[src/rtl/color_cmd_arbiter_pkg.sv]
// Shared types and encodings for the color command arbiter: FSM states,
// the command codes sent to the color FSM, and the status codes it returns.
package color_cmd_arbiter_pkg;

  typedef enum logic [2:0] {
    IDLE  = 3'd0,
    CHECK = 3'd1,
    ISSUE = 3'd2,
    WAIT  = 3'd3,
    DONE  = 3'd4
  } state_t;

  // Commands driven towards the color FSM
  localparam logic [1:0] CMD_HOLD   = 2'h0;
  localparam logic [1:0] CMD_TOGGLE = 2'h1;

  // Status values reported by the color FSM; anything else is invalid
  localparam logic [1:0] ST_BLUE = 2'h1;
  localparam logic [1:0] ST_RED  = 2'h2;

  // True when the reported status already shows the requested color
  // (color 0 = Blue, 1 = Red). Invalid status never matches.
  function automatic logic status_matches(input logic [1:0] status, input logic color);
    return color ? (status == ST_RED) : (status == ST_BLUE);
  endfunction

endpackage

[src/rtl/color_cmd_arbiter_if.sv]
// Bundle of requester handshake and color-FSM command/status signals.
// slave: the arbiter side; master: requesters plus color FSM side.
interface color_cmd_arbiter_if #(
  parameter int NUM_REQ = 4
);

  logic [NUM_REQ-1:0] req;
  logic [NUM_REQ-1:0] req_color;
  logic [NUM_REQ-1:0] ack;
  logic               err;
  logic [1:0]         cmd;
  logic [1:0]         status;
  logic               busy;

  modport slave (
    input  req, req_color, status,
    output ack, err, cmd, busy
  );

  modport master (
    output req, req_color, status,
    input  ack, err, cmd, busy
  );

endinterface

[src/rtl/color_cmd_arbiter_rr_arbiter.sv]
// Combinational round-robin picker: given the last granted index, returns
// the first requester found searching from last+1 upward (with wrap).
module rr_arbiter #(
  parameter int NUM_REQ = 4,
  localparam int IDX_W = $clog2(NUM_REQ)
) (
  input  logic [NUM_REQ-1:0] req,
  input  logic [IDX_W-1:0]   last_idx,
  output logic [IDX_W-1:0]   grant_idx,
  output logic               grant_valid
);

  // cand[k] is the requester index at rotation distance k+1 from last_idx
  logic [IDX_W-1:0] cand [NUM_REQ];

  genvar gi;
  generate
    for (gi = 0; gi < NUM_REQ; gi++) begin : g_cand
      assign cand[gi] = IDX_W'((int'(last_idx) + gi + 1) % NUM_REQ);
    end
  endgenerate

  // Scan farthest-to-nearest so the nearest active candidate wins
  always_comb begin
    grant_idx   = '0;
    grant_valid = 1'b0;
    for (int i = NUM_REQ - 1; i >= 0; i--) begin
      if (req[cand[i]]) begin
        grant_idx   = cand[i];
        grant_valid = 1'b1;
      end
    end
  end

endmodule

[src/rtl/color_cmd_arbiter.sv]
// Arbitrates requesters that each want the shared color FSM set to a given
// color. The winner's color is compared with the FSM status; if it differs
// a single toggle is issued and the status is watched until it matches or
// the timeout expires. Completion is a one-cycle ack (with err on timeout).
module color_cmd_arbiter
  import color_cmd_arbiter_pkg::*;
#(
  parameter int NUM_REQ = 4,
  parameter int TIMEOUT = 8
) (
  input logic                clk,
  input logic                rst_n,
  color_cmd_arbiter_if.slave bus
);

  localparam int IDX_W = $clog2(NUM_REQ);
  localparam int CNT_W = $clog2(TIMEOUT + 1);
  localparam logic [CNT_W-1:0] CNT_MAX  = CNT_W'(TIMEOUT);
  localparam logic [IDX_W-1:0] LAST_RST = IDX_W'(NUM_REQ - 1);

  state_t           state_reg, state_next;
  logic [IDX_W-1:0] winner_reg, winner_next;
  logic             target_reg, target_next;
  logic [CNT_W-1:0] cnt_reg, cnt_next;
  logic             err_flag_reg, err_flag_next;
  logic [IDX_W-1:0] last_reg, last_next;

  logic [NUM_REQ-1:0] req_vec;
  logic [NUM_REQ-1:0] color_vec;
  logic [NUM_REQ-1:0] ack_vec;
  logic [IDX_W-1:0]   rr_idx;
  logic               rr_valid;
  logic               status_hit;
  logic [CNT_W-1:0]   cnt_inc;
  logic [1:0]         cmd_comb;

  assign req_vec   = bus.req;
  assign color_vec = bus.req_color;

  rr_arbiter #(
    .NUM_REQ (NUM_REQ)
  ) u_rr (
    .req         (req_vec),
    .last_idx    (last_reg),
    .grant_idx   (rr_idx),
    .grant_valid (rr_valid)
  );

  assign status_hit = status_matches(bus.status, target_reg);
  // Counter saturates rather than wrapping
  assign cnt_inc = (cnt_reg == CNT_MAX) ? CNT_MAX : cnt_reg + 1'b1;

  // State, latched winner/target, timeout counter and rotation pointer
  always_ff @(posedge clk or negedge rst_n) begin
    if (!rst_n) begin
      state_reg    <= IDLE;
      winner_reg   <= '0;
      target_reg   <= 1'b0;
      cnt_reg      <= '0;
      err_flag_reg <= 1'b0;
      last_reg     <= LAST_RST;
    end else begin
      state_reg    <= state_next;
      winner_reg   <= winner_next;
      target_reg   <= target_next;
      cnt_reg      <= cnt_next;
      err_flag_reg <= err_flag_next;
      last_reg     <= last_next;
    end
  end

  // Next-state and command decode
  always_comb begin
    state_next    = state_reg;
    winner_next   = winner_reg;
    target_next   = target_reg;
    cnt_next      = cnt_reg;
    err_flag_next = err_flag_reg;
    last_next     = last_reg;
    cmd_comb      = CMD_HOLD;
    case (state_reg)
      IDLE: begin
        if (rr_valid) begin
          winner_next   = rr_idx;
          target_next   = color_vec[rr_idx];
          err_flag_next = 1'b0;
          state_next    = CHECK;
        end
      end
      CHECK: begin
        // Invalid status never matches, so it also leads to a toggle
        state_next = status_hit ? DONE : ISSUE;
      end
      ISSUE: begin
        cmd_comb   = CMD_TOGGLE;
        cnt_next   = '0;
        state_next = WAIT;
      end
      WAIT: begin
        if (status_hit) begin
          err_flag_next = 1'b0;
          state_next    = DONE;
        end else begin
          cnt_next = cnt_inc;
          if (cnt_inc == CNT_MAX) begin
            err_flag_next = 1'b1;
            state_next    = DONE;
          end
        end
      end
      DONE: begin
        last_next  = winner_reg;
        state_next = IDLE;
      end
      default: begin
        state_next = IDLE;
      end
    endcase
  end

  // One-hot ack decode for the latched winner while in DONE
  genvar gi;
  generate
    for (gi = 0; gi < NUM_REQ; gi++) begin : g_ack
      assign ack_vec[gi] = (state_reg == DONE) && (winner_reg == IDX_W'(gi));
    end
  endgenerate

  assign bus.ack  = ack_vec;
  assign bus.err  = (state_reg == DONE) && err_flag_reg;
  assign bus.cmd  = cmd_comb;
  assign bus.busy = (state_reg != IDLE);

endmodule

[src/flat_wrapper.sv]
// flat-port wrapper written by rule: the top's interface ports become plain ports
module color_cmd_arbiter_flat import color_cmd_arbiter_pkg::*;
#(
  parameter int NUM_REQ = 4,
  parameter int TIMEOUT = 8
)
  (clk, rst_n, bus_req, bus_req_color, bus_status, bus_ack, bus_err, bus_cmd, bus_busy);
  color_cmd_arbiter_if #(.NUM_REQ(NUM_REQ)) bus_i ();
  input logic clk;
  input logic rst_n;
  input wire logic [$bits(bus_i.req)-1:0] bus_req;
  input wire logic [$bits(bus_i.req_color)-1:0] bus_req_color;
  input wire logic [$bits(bus_i.status)-1:0] bus_status;
  output wire logic [$bits(bus_i.ack)-1:0] bus_ack;
  output wire logic [$bits(bus_i.err)-1:0] bus_err;
  output wire logic [$bits(bus_i.cmd)-1:0] bus_cmd;
  output wire logic [$bits(bus_i.busy)-1:0] bus_busy;
  assign bus_i.req = bus_req;
  assign bus_i.req_color = bus_req_color;
  assign bus_i.status = bus_status;
  assign bus_ack = bus_i.ack;
  assign bus_err = bus_i.err;
  assign bus_cmd = bus_i.cmd;
  assign bus_busy = bus_i.busy;
  color_cmd_arbiter #(.NUM_REQ(NUM_REQ), .TIMEOUT(TIMEOUT)) u_core (.clk(clk), .rst_n(rst_n), .bus(bus_i));
endmodule
[config.mk]
export PLATFORM = sky130hd
export DESIGN_NAME = color_cmd_arbiter_flat
export DESIGN_NICKNAME = d
export VERILOG_FILES = /design/src/rtl/color_cmd_arbiter_pkg.sv /design/src/rtl/color_cmd_arbiter_if.sv /design/src/rtl/color_cmd_arbiter_rr_arbiter.sv /design/src/rtl/color_cmd_arbiter.sv /design/src/flat_wrapper.sv
export SDC_FILE = /design/constraint.sdc
export NUM_CORES = 1
export LEC_CHECK = 0
export CAP_MARGIN = 20
export CORE_ASPECT_RATIO = 1.5
export CORE_MARGIN = 2
export CORE_UTILIZATION = 45
export DETAILED_ROUTE_END_ITERATION = 10
export GPL_ROUTABILITY_DRIVEN = 0
export PLACE_DENSITY = 0.69
export REMOVE_ABC_BUFFERS = 1
export SKIP_CTS_REPAIR_TIMING = 1
export SYNTH_ARGS = -nofsm -noshare
export SYNTH_HDL_FRONTEND = slang
export SYNTH_SLANG_ARGS = --single-unit
export TNS_END_PERCENT = 20
[constraint.sdc]
create_clock -name clk -period 2.1 [get_ports clk]
set_input_delay 0.21 -clock clk [delete_from_list [all_inputs] [get_ports clk]]
set_output_delay 0.21 -clock clk [all_outputs]
set_load 0.01 [all_outputs]
Word level (Yosys, flattened, before mapping)
Index checks and enable logic that the tools add are counted.
W data, S select, Z words.
{"block": "word_totals", "regBits": 13, "input_bits": 12, "elab_cells": 78}
{"block": "classes", "n_addsub": 7, "magnitude_cmp": 5, "eq_ne": 14, "mux": 32, "n_reduce_logical": 14}
{"cell": "$lt A2 B3 Y1 const B", "n": 5}
{"cell": "$mux W1", "n": 14}
{"cell": "$mux W3", "n": 4}
{"cell": "$pmux W3 S4", "n": 1}
{"cell": "$bmux W1 S2", "n": 5}
{"cell": "$add A2 B1 Y2 const B", "n": 4}
{"cell": "$eq A4 B4 Y1 const B", "n": 2}
{"cell": "$mux W2", "n": 4}
{"cell": "$mux W4", "n": 2}
{"cell": "$pmux W4 S2", "n": 1}
{"cell": "$eq A2 B2 Y1 const B", "n": 3}
{"cell": "$eq A3 B2 Y1 const B", "n": 2}
{"cell": "$reduce_and A2 Y1", "n": 3}
{"cell": "$logic_and A1 B1 Y1", "n": 5}
{"cell": "$add A2 B2 Y2 const B", "n": 2}
{"cell": "$add A4 B1 Y4 const B", "n": 1}
{"cell": "$eq A2 B1 Y1 const B", "n": 2}
{"cell": "$reduce_bool A2 Y1", "n": 2}
{"cell": "$eq A3 B1 Y1 const B", "n": 1}
{"cell": "$eq A3 B3 Y1 const B", "n": 1}
{"cell": "$logic_not A3 Y1", "n": 1}
{"cell": "$ne A3 B1 Y1 const B", "n": 1}
{"cell": "$reduce_and A3 Y1", "n": 1}
{"cell": "$reduce_bool A3 Y1", "n": 1}
{"cell": "other kinds (4)", "n": 4}

Depth between registers and ports, before layout
{"block": "depth", "depth_word": 10, "depth_mapped": 7, "ltp_nobuf": 7}

Cells and area by module
Synthesis repeated with hierarchy kept, for this count alone.
{"block": "unflattened", "cells_unflattened": 91, "hier_area_um2": 824.5}
{"mod": "color_cmd_arbiter", "n_inst": 1, "cells_per_inst": 77, "area_per_inst_um2": 740.7}
{"mod": "rr_arbiter", "n_inst": 1, "cells_per_inst": 14, "area_per_inst_um2": 83.8}

Worst setup path after synthesis
No wires, ideal clock.
{"block": "synth_path", "kind": "register to register", "startpoint": "reg u_core.last_reg[1]", "endpoint": "reg u_core.target_reg", "t_arrival_ns": 1.464, "required_time_ns": 1.996, "path_slack_ns": 0.532, "stages_incl_launch_ff": 6, "path_cell_list": "dfstp_2 -> mux2i_1 -> o22ai_1 -> a21oi_1 -> mux2_2 -> o311ai_1"}
{"block": "synth_via", "elab_chain_len": 10}
{"element": "start, declared", "line": "color_cmd_arbiter.sv:26", "rtl": "logic [IDX_W-1:0] last_reg, last_next;"}
{"element": "start signal, assigned", "line": "color_cmd_arbiter.sv:68", "rtl": "last_reg <= last_next;"}
{"element": "$add A2 B2 Y2", "line": "color_cmd_arbiter_rr_arbiter.sv:19", "rtl": "assign cand[gi] = IDX_W'((int'(last_idx) + gi + 1) % NUM_REQ);"}
{"element": "$add A2 B1 Y2", "line": "color_cmd_arbiter_rr_arbiter.sv:19"}
{"element": "$bmux W1 S2", "line": "color_cmd_arbiter_rr_arbiter.sv:28", "rtl": "if (req[cand[i]]) begin"}
{"element": "$mux W1 (not written as such)", "line": "color_cmd_arbiter_rr_arbiter.sv:28"}
{"element": "$mux W2 (4 in series)", "line": "color_cmd_arbiter_rr_arbiter.sv:28"}
{"element": "$bmux W1 S2", "line": "color_cmd_arbiter.sv:85", "rtl": "target_next = color_vec[rr_idx];"}
{"element": "$mux W1 (not written as such)", "line": "color_cmd_arbiter.sv:85"}
{"element": "end signal, assigned", "line": "color_cmd_arbiter.sv:65", "rtl": "target_reg <= target_next;"}
{"element": "end, declared", "line": "color_cmd_arbiter.sv:23", "rtl": "logic target_reg, target_next;"}
Several ways; a longest one is shown, not always the timed one. The select of a mux whose other input is x is not followed.
A chain may end at the register's enable or synchronous reset.

Worst setup path in the final report
{"block": "layout_path", "startpoint": "reg u_core.state_reg[0]", "endpoint": "out bus_ack[3]"}
{"block": "layout_via", "elab_chain_len": 2}
{"element": "start, declared", "line": "color_cmd_arbiter.sv:21", "rtl": "state_t state_reg, state_next;"}
{"element": "start signal, assigned", "line": "color_cmd_arbiter.sv:63", "rtl": "state_reg <= state_next;"}
{"element": "$eq A3 B3 Y1", "line": "color_cmd_arbiter.sv:125", "rtl": "assign ack_vec[gi] = (state_reg == DONE) && (winner_reg == IDX_W'(gi));"}
{"element": "$logic_and A1 B1 Y1", "line": "color_cmd_arbiter.sv:125"}
{"element": "end, declared", "line": "flat_wrapper.sv:14", "rtl": "output wire logic [$bits(bus_i.ack)-1:0] bus_ack;"}
No other way between the ends.

==> key figures <==
Status
  • Status: finished clean

Synth
  • Synth cell types: 38
  • Top cells by area, synth: dfrtp_1 31%, nand2_1 7.7%, dfstp_2 6.0%
  • Yosys reg bits: 13
  • Syn Area/Cell: 8.27 sq um
  • Ys Warns: 0
  • Share of the synthesized area in the top cell type: 0.314
  • Post-synth top area cell: dfrtp_1
  • Synth Cell Area: 877 sq um
  • Post-synthesis sequential area ratio: 0.374
  • Cells after Synth: 106

Routing
  • DRC errors left: 0
  • DRT iter0 DRCs: 5
  • Via Count: 811
  • Drt via density: 5.48
  • Total wire length: 1880 microns
  • Routed Antenna Nets: 0
  • Drt wl/cell: 12.7 microns
  • TritonRoute pass-1 iters: 5

Timing
  • Endpoints failing setup: 0
  • Worst-margin pin slew: 0.603 ns
  • Count of final hold-check violations: 0
  • Final period util: 0.919
  • Slew Limit Fails: 0
  • RSZ-0062 raised after global routing: no
  • Worst clock skew: 0.00812 ns
  • Max Clk Rate: 0.518 GHz
  • Max_slew headroom: 0.597
  • Tmin final: 1.93 ns

Clock tree
  • Clk root buf: clkbuf_4
  • TritonCTS clock tree: done
  • TritonCTS Sinks: 13
  • Reg clk slew, reported paths: 0.09 ns
  • Total CTS buffers: 3
  • Clk_lat worst skew: 0.27 ns
  • Max Buffers Root-to-Sink: 2
  • Htree depth: 1

Place
  • HPWL Detailed: 1540 microns
  • Port bufs: 18
  • DP Area: 0.00107 sq mm
  • Cell count after placement: 144

Cells and area
  • Ant diodes: 0
  • Most frequent cells in the layout: 18 x nand2_1, 16 x clkdlybuf4s50_1, 9 x inv_1, 9 x o21ai_0, 9 x dfrtp_1
  • Fin cells: 148
  • Fin nets: 142
  • Synth-to-Final Area Change: 26.5%
  • Fraction of layout cells with a size suffix above 1: 0.142
  • Post-route cell area: 0.00111 sq mm
  • Leading cell type in the layout, fill and taps excluded: nand2_1
  • Max FFs per register: 4

Worst setup path
  • CP max stage cell: clkdlybuf4s50_1
  • CP Max Fanout: 7
  • Worst R2R End: u_core.target_reg
  • Crit end category: output pin
  • Critical Path Source Type: flop
  • Path depth of the worst reg2reg path: 5
  • Worst Path Required: 1.89 ns
  • CP top delay family: buffers and inverters
  • CP Buf/Inv Count: 1
  • CP Data Arrival Time: 1.72 ns
  • Crit path cell chain: nor2_2, nand3_1, nor2_1, clkdlybuf4s50_1
  • CP peak stage delay: 0.54 ns
  • Reg2reg setup slack: 0.36 ns
  • Crit Path Class: reg2out
  • R2R Path Start: u_core.last_reg[1]

Die
  • Die Y: 58.1 microns
  • Die area: 0.00233 sq mm
  • I/O pin count: 20
  • Starting Density: 0.479
  • Core area: 0.00183 sq mm
  • Die width: 40.0 microns
  • Row cnt: 19

Global routing
  • Initial antenna violation count: 0
  • Largest net degree at the start of global routing: 14
  • Vias in the first global route: 755
  • Total track usage: 0.194
  • First-pass GRT wire length: 3130 microns
  • Grt ovf: 0

Power and ir drop
  • Tot Pwr: 0.00122 W
  • Worst vdd ir: 0.000650 V
  • Leak Pwr: 0.523 nW
  • Power Density: 1100 mW/mm^2

Run
  • Max-cap violations: 0

Hold path
  • Hold WC Path Type: in2async
-- how the worst max path moves through the flow --
| stage | startpoint | to | slack, ns | depth (start not counted) |
|---|---|---|---|---|
| global placement | bus_req[2] | u_core.target_reg | 0.31 | 6 |
| floorplan | u_core.last_reg[1] | u_core.target_reg | 0.53 | 5 |
| global route | u_core.state_reg[0] | bus_ack[2] | 0.04 | 4 |
| detailed placement | u_core.state_reg[1] | bus_ack[1] | 0.25 | 4 |
| finish | u_core.state_reg[0] | bus_ack[3] | 0.17 | 4 |
| CTS | u_core.state_reg[1] | bus_ack[1] | -0.06 | 4 |
-- power by group --
group | internal, W | switching (W) | total (W)
Combinational | 0.000277 | 0.000291 | 0.000568
Clock | 0.0000705 | 0.0000825 | 0.000153
Sequential | 0.000361 | 0.000143 | 0.000503
-- metrics by stage --
| stage | TNS (ns) | worst slack (ns) | util | hold WS, ns |
|---|---|---|---|---|
| 6_report | 0 | 0.170 | 0.606 | 0.307 |
| 5_1_grt | 0 | 0.0380 | 0.606 | 0.345 |
| 4_1_cts | -0.0724 | -0.0611 | 0.601 | 0.318 |
| 3_5_place_dp | 0 | 0.253 | 0.586 | 0.503 |
| 3_3_place_gp | 0 | 0.308 | 0.586 | 0.501 |
| 2_1_floorplan | 0 | 0.532 | - | -0.0856 |
-- Yosys cell counts (all sizes together) --
master	n
dfrtp	11
nand3b	2
xnor2	2
nand2	18
or3	1
a22o	1
and3	2
nand2b	2
or2	2
nor2	10
or4	1
mux2i	2
and3b	2
o21ai	9
ha	2
a31oi	1
nand3	5
nor4	1
a21oi	5
or2b	1
o22ai	1
dfstp	2
nor3	4
nor3b	2
inv	9
conb	1
nor2b	1
buf	2
mux2	1
a21o	1
o311ai	2
-- area by class of cell --
class | instances | area, sq um
Clock buffer | 3 | 22.5
Tap cell | 21 | 26.3
Clock inverter | 1 | 5.00
Timing Repair Buffer | 19 | 193
Inverter | 9 | 33.8
Sequential cell | 13 | 330
Multi-Input combinational cell | 82 | 499
Fill cell | 187 | 721
-- kinds of logic after synthesis --
logic type	Yosys count	share of synthesized area
compound gates	20	0.134
xor+xnor	2	0.0200
fa+ha+maj	2	0.0285
buf+inv	11	0.0599
flops	13	0.374
mux	3	0.0357
other cells	1	0.00428
simple gates	54	0.344
-- layer usage --
metal,up-vias,share of wire,GRT usage
met5,-,0,0
met4,0,0.011,0.0887
met3,4,0.045,0.0268
met2,22,0.57,0.359
met1,380,0.38,0.196
li1,405,-,-
No activity file was read; power rests on OpenSTA's default activity.
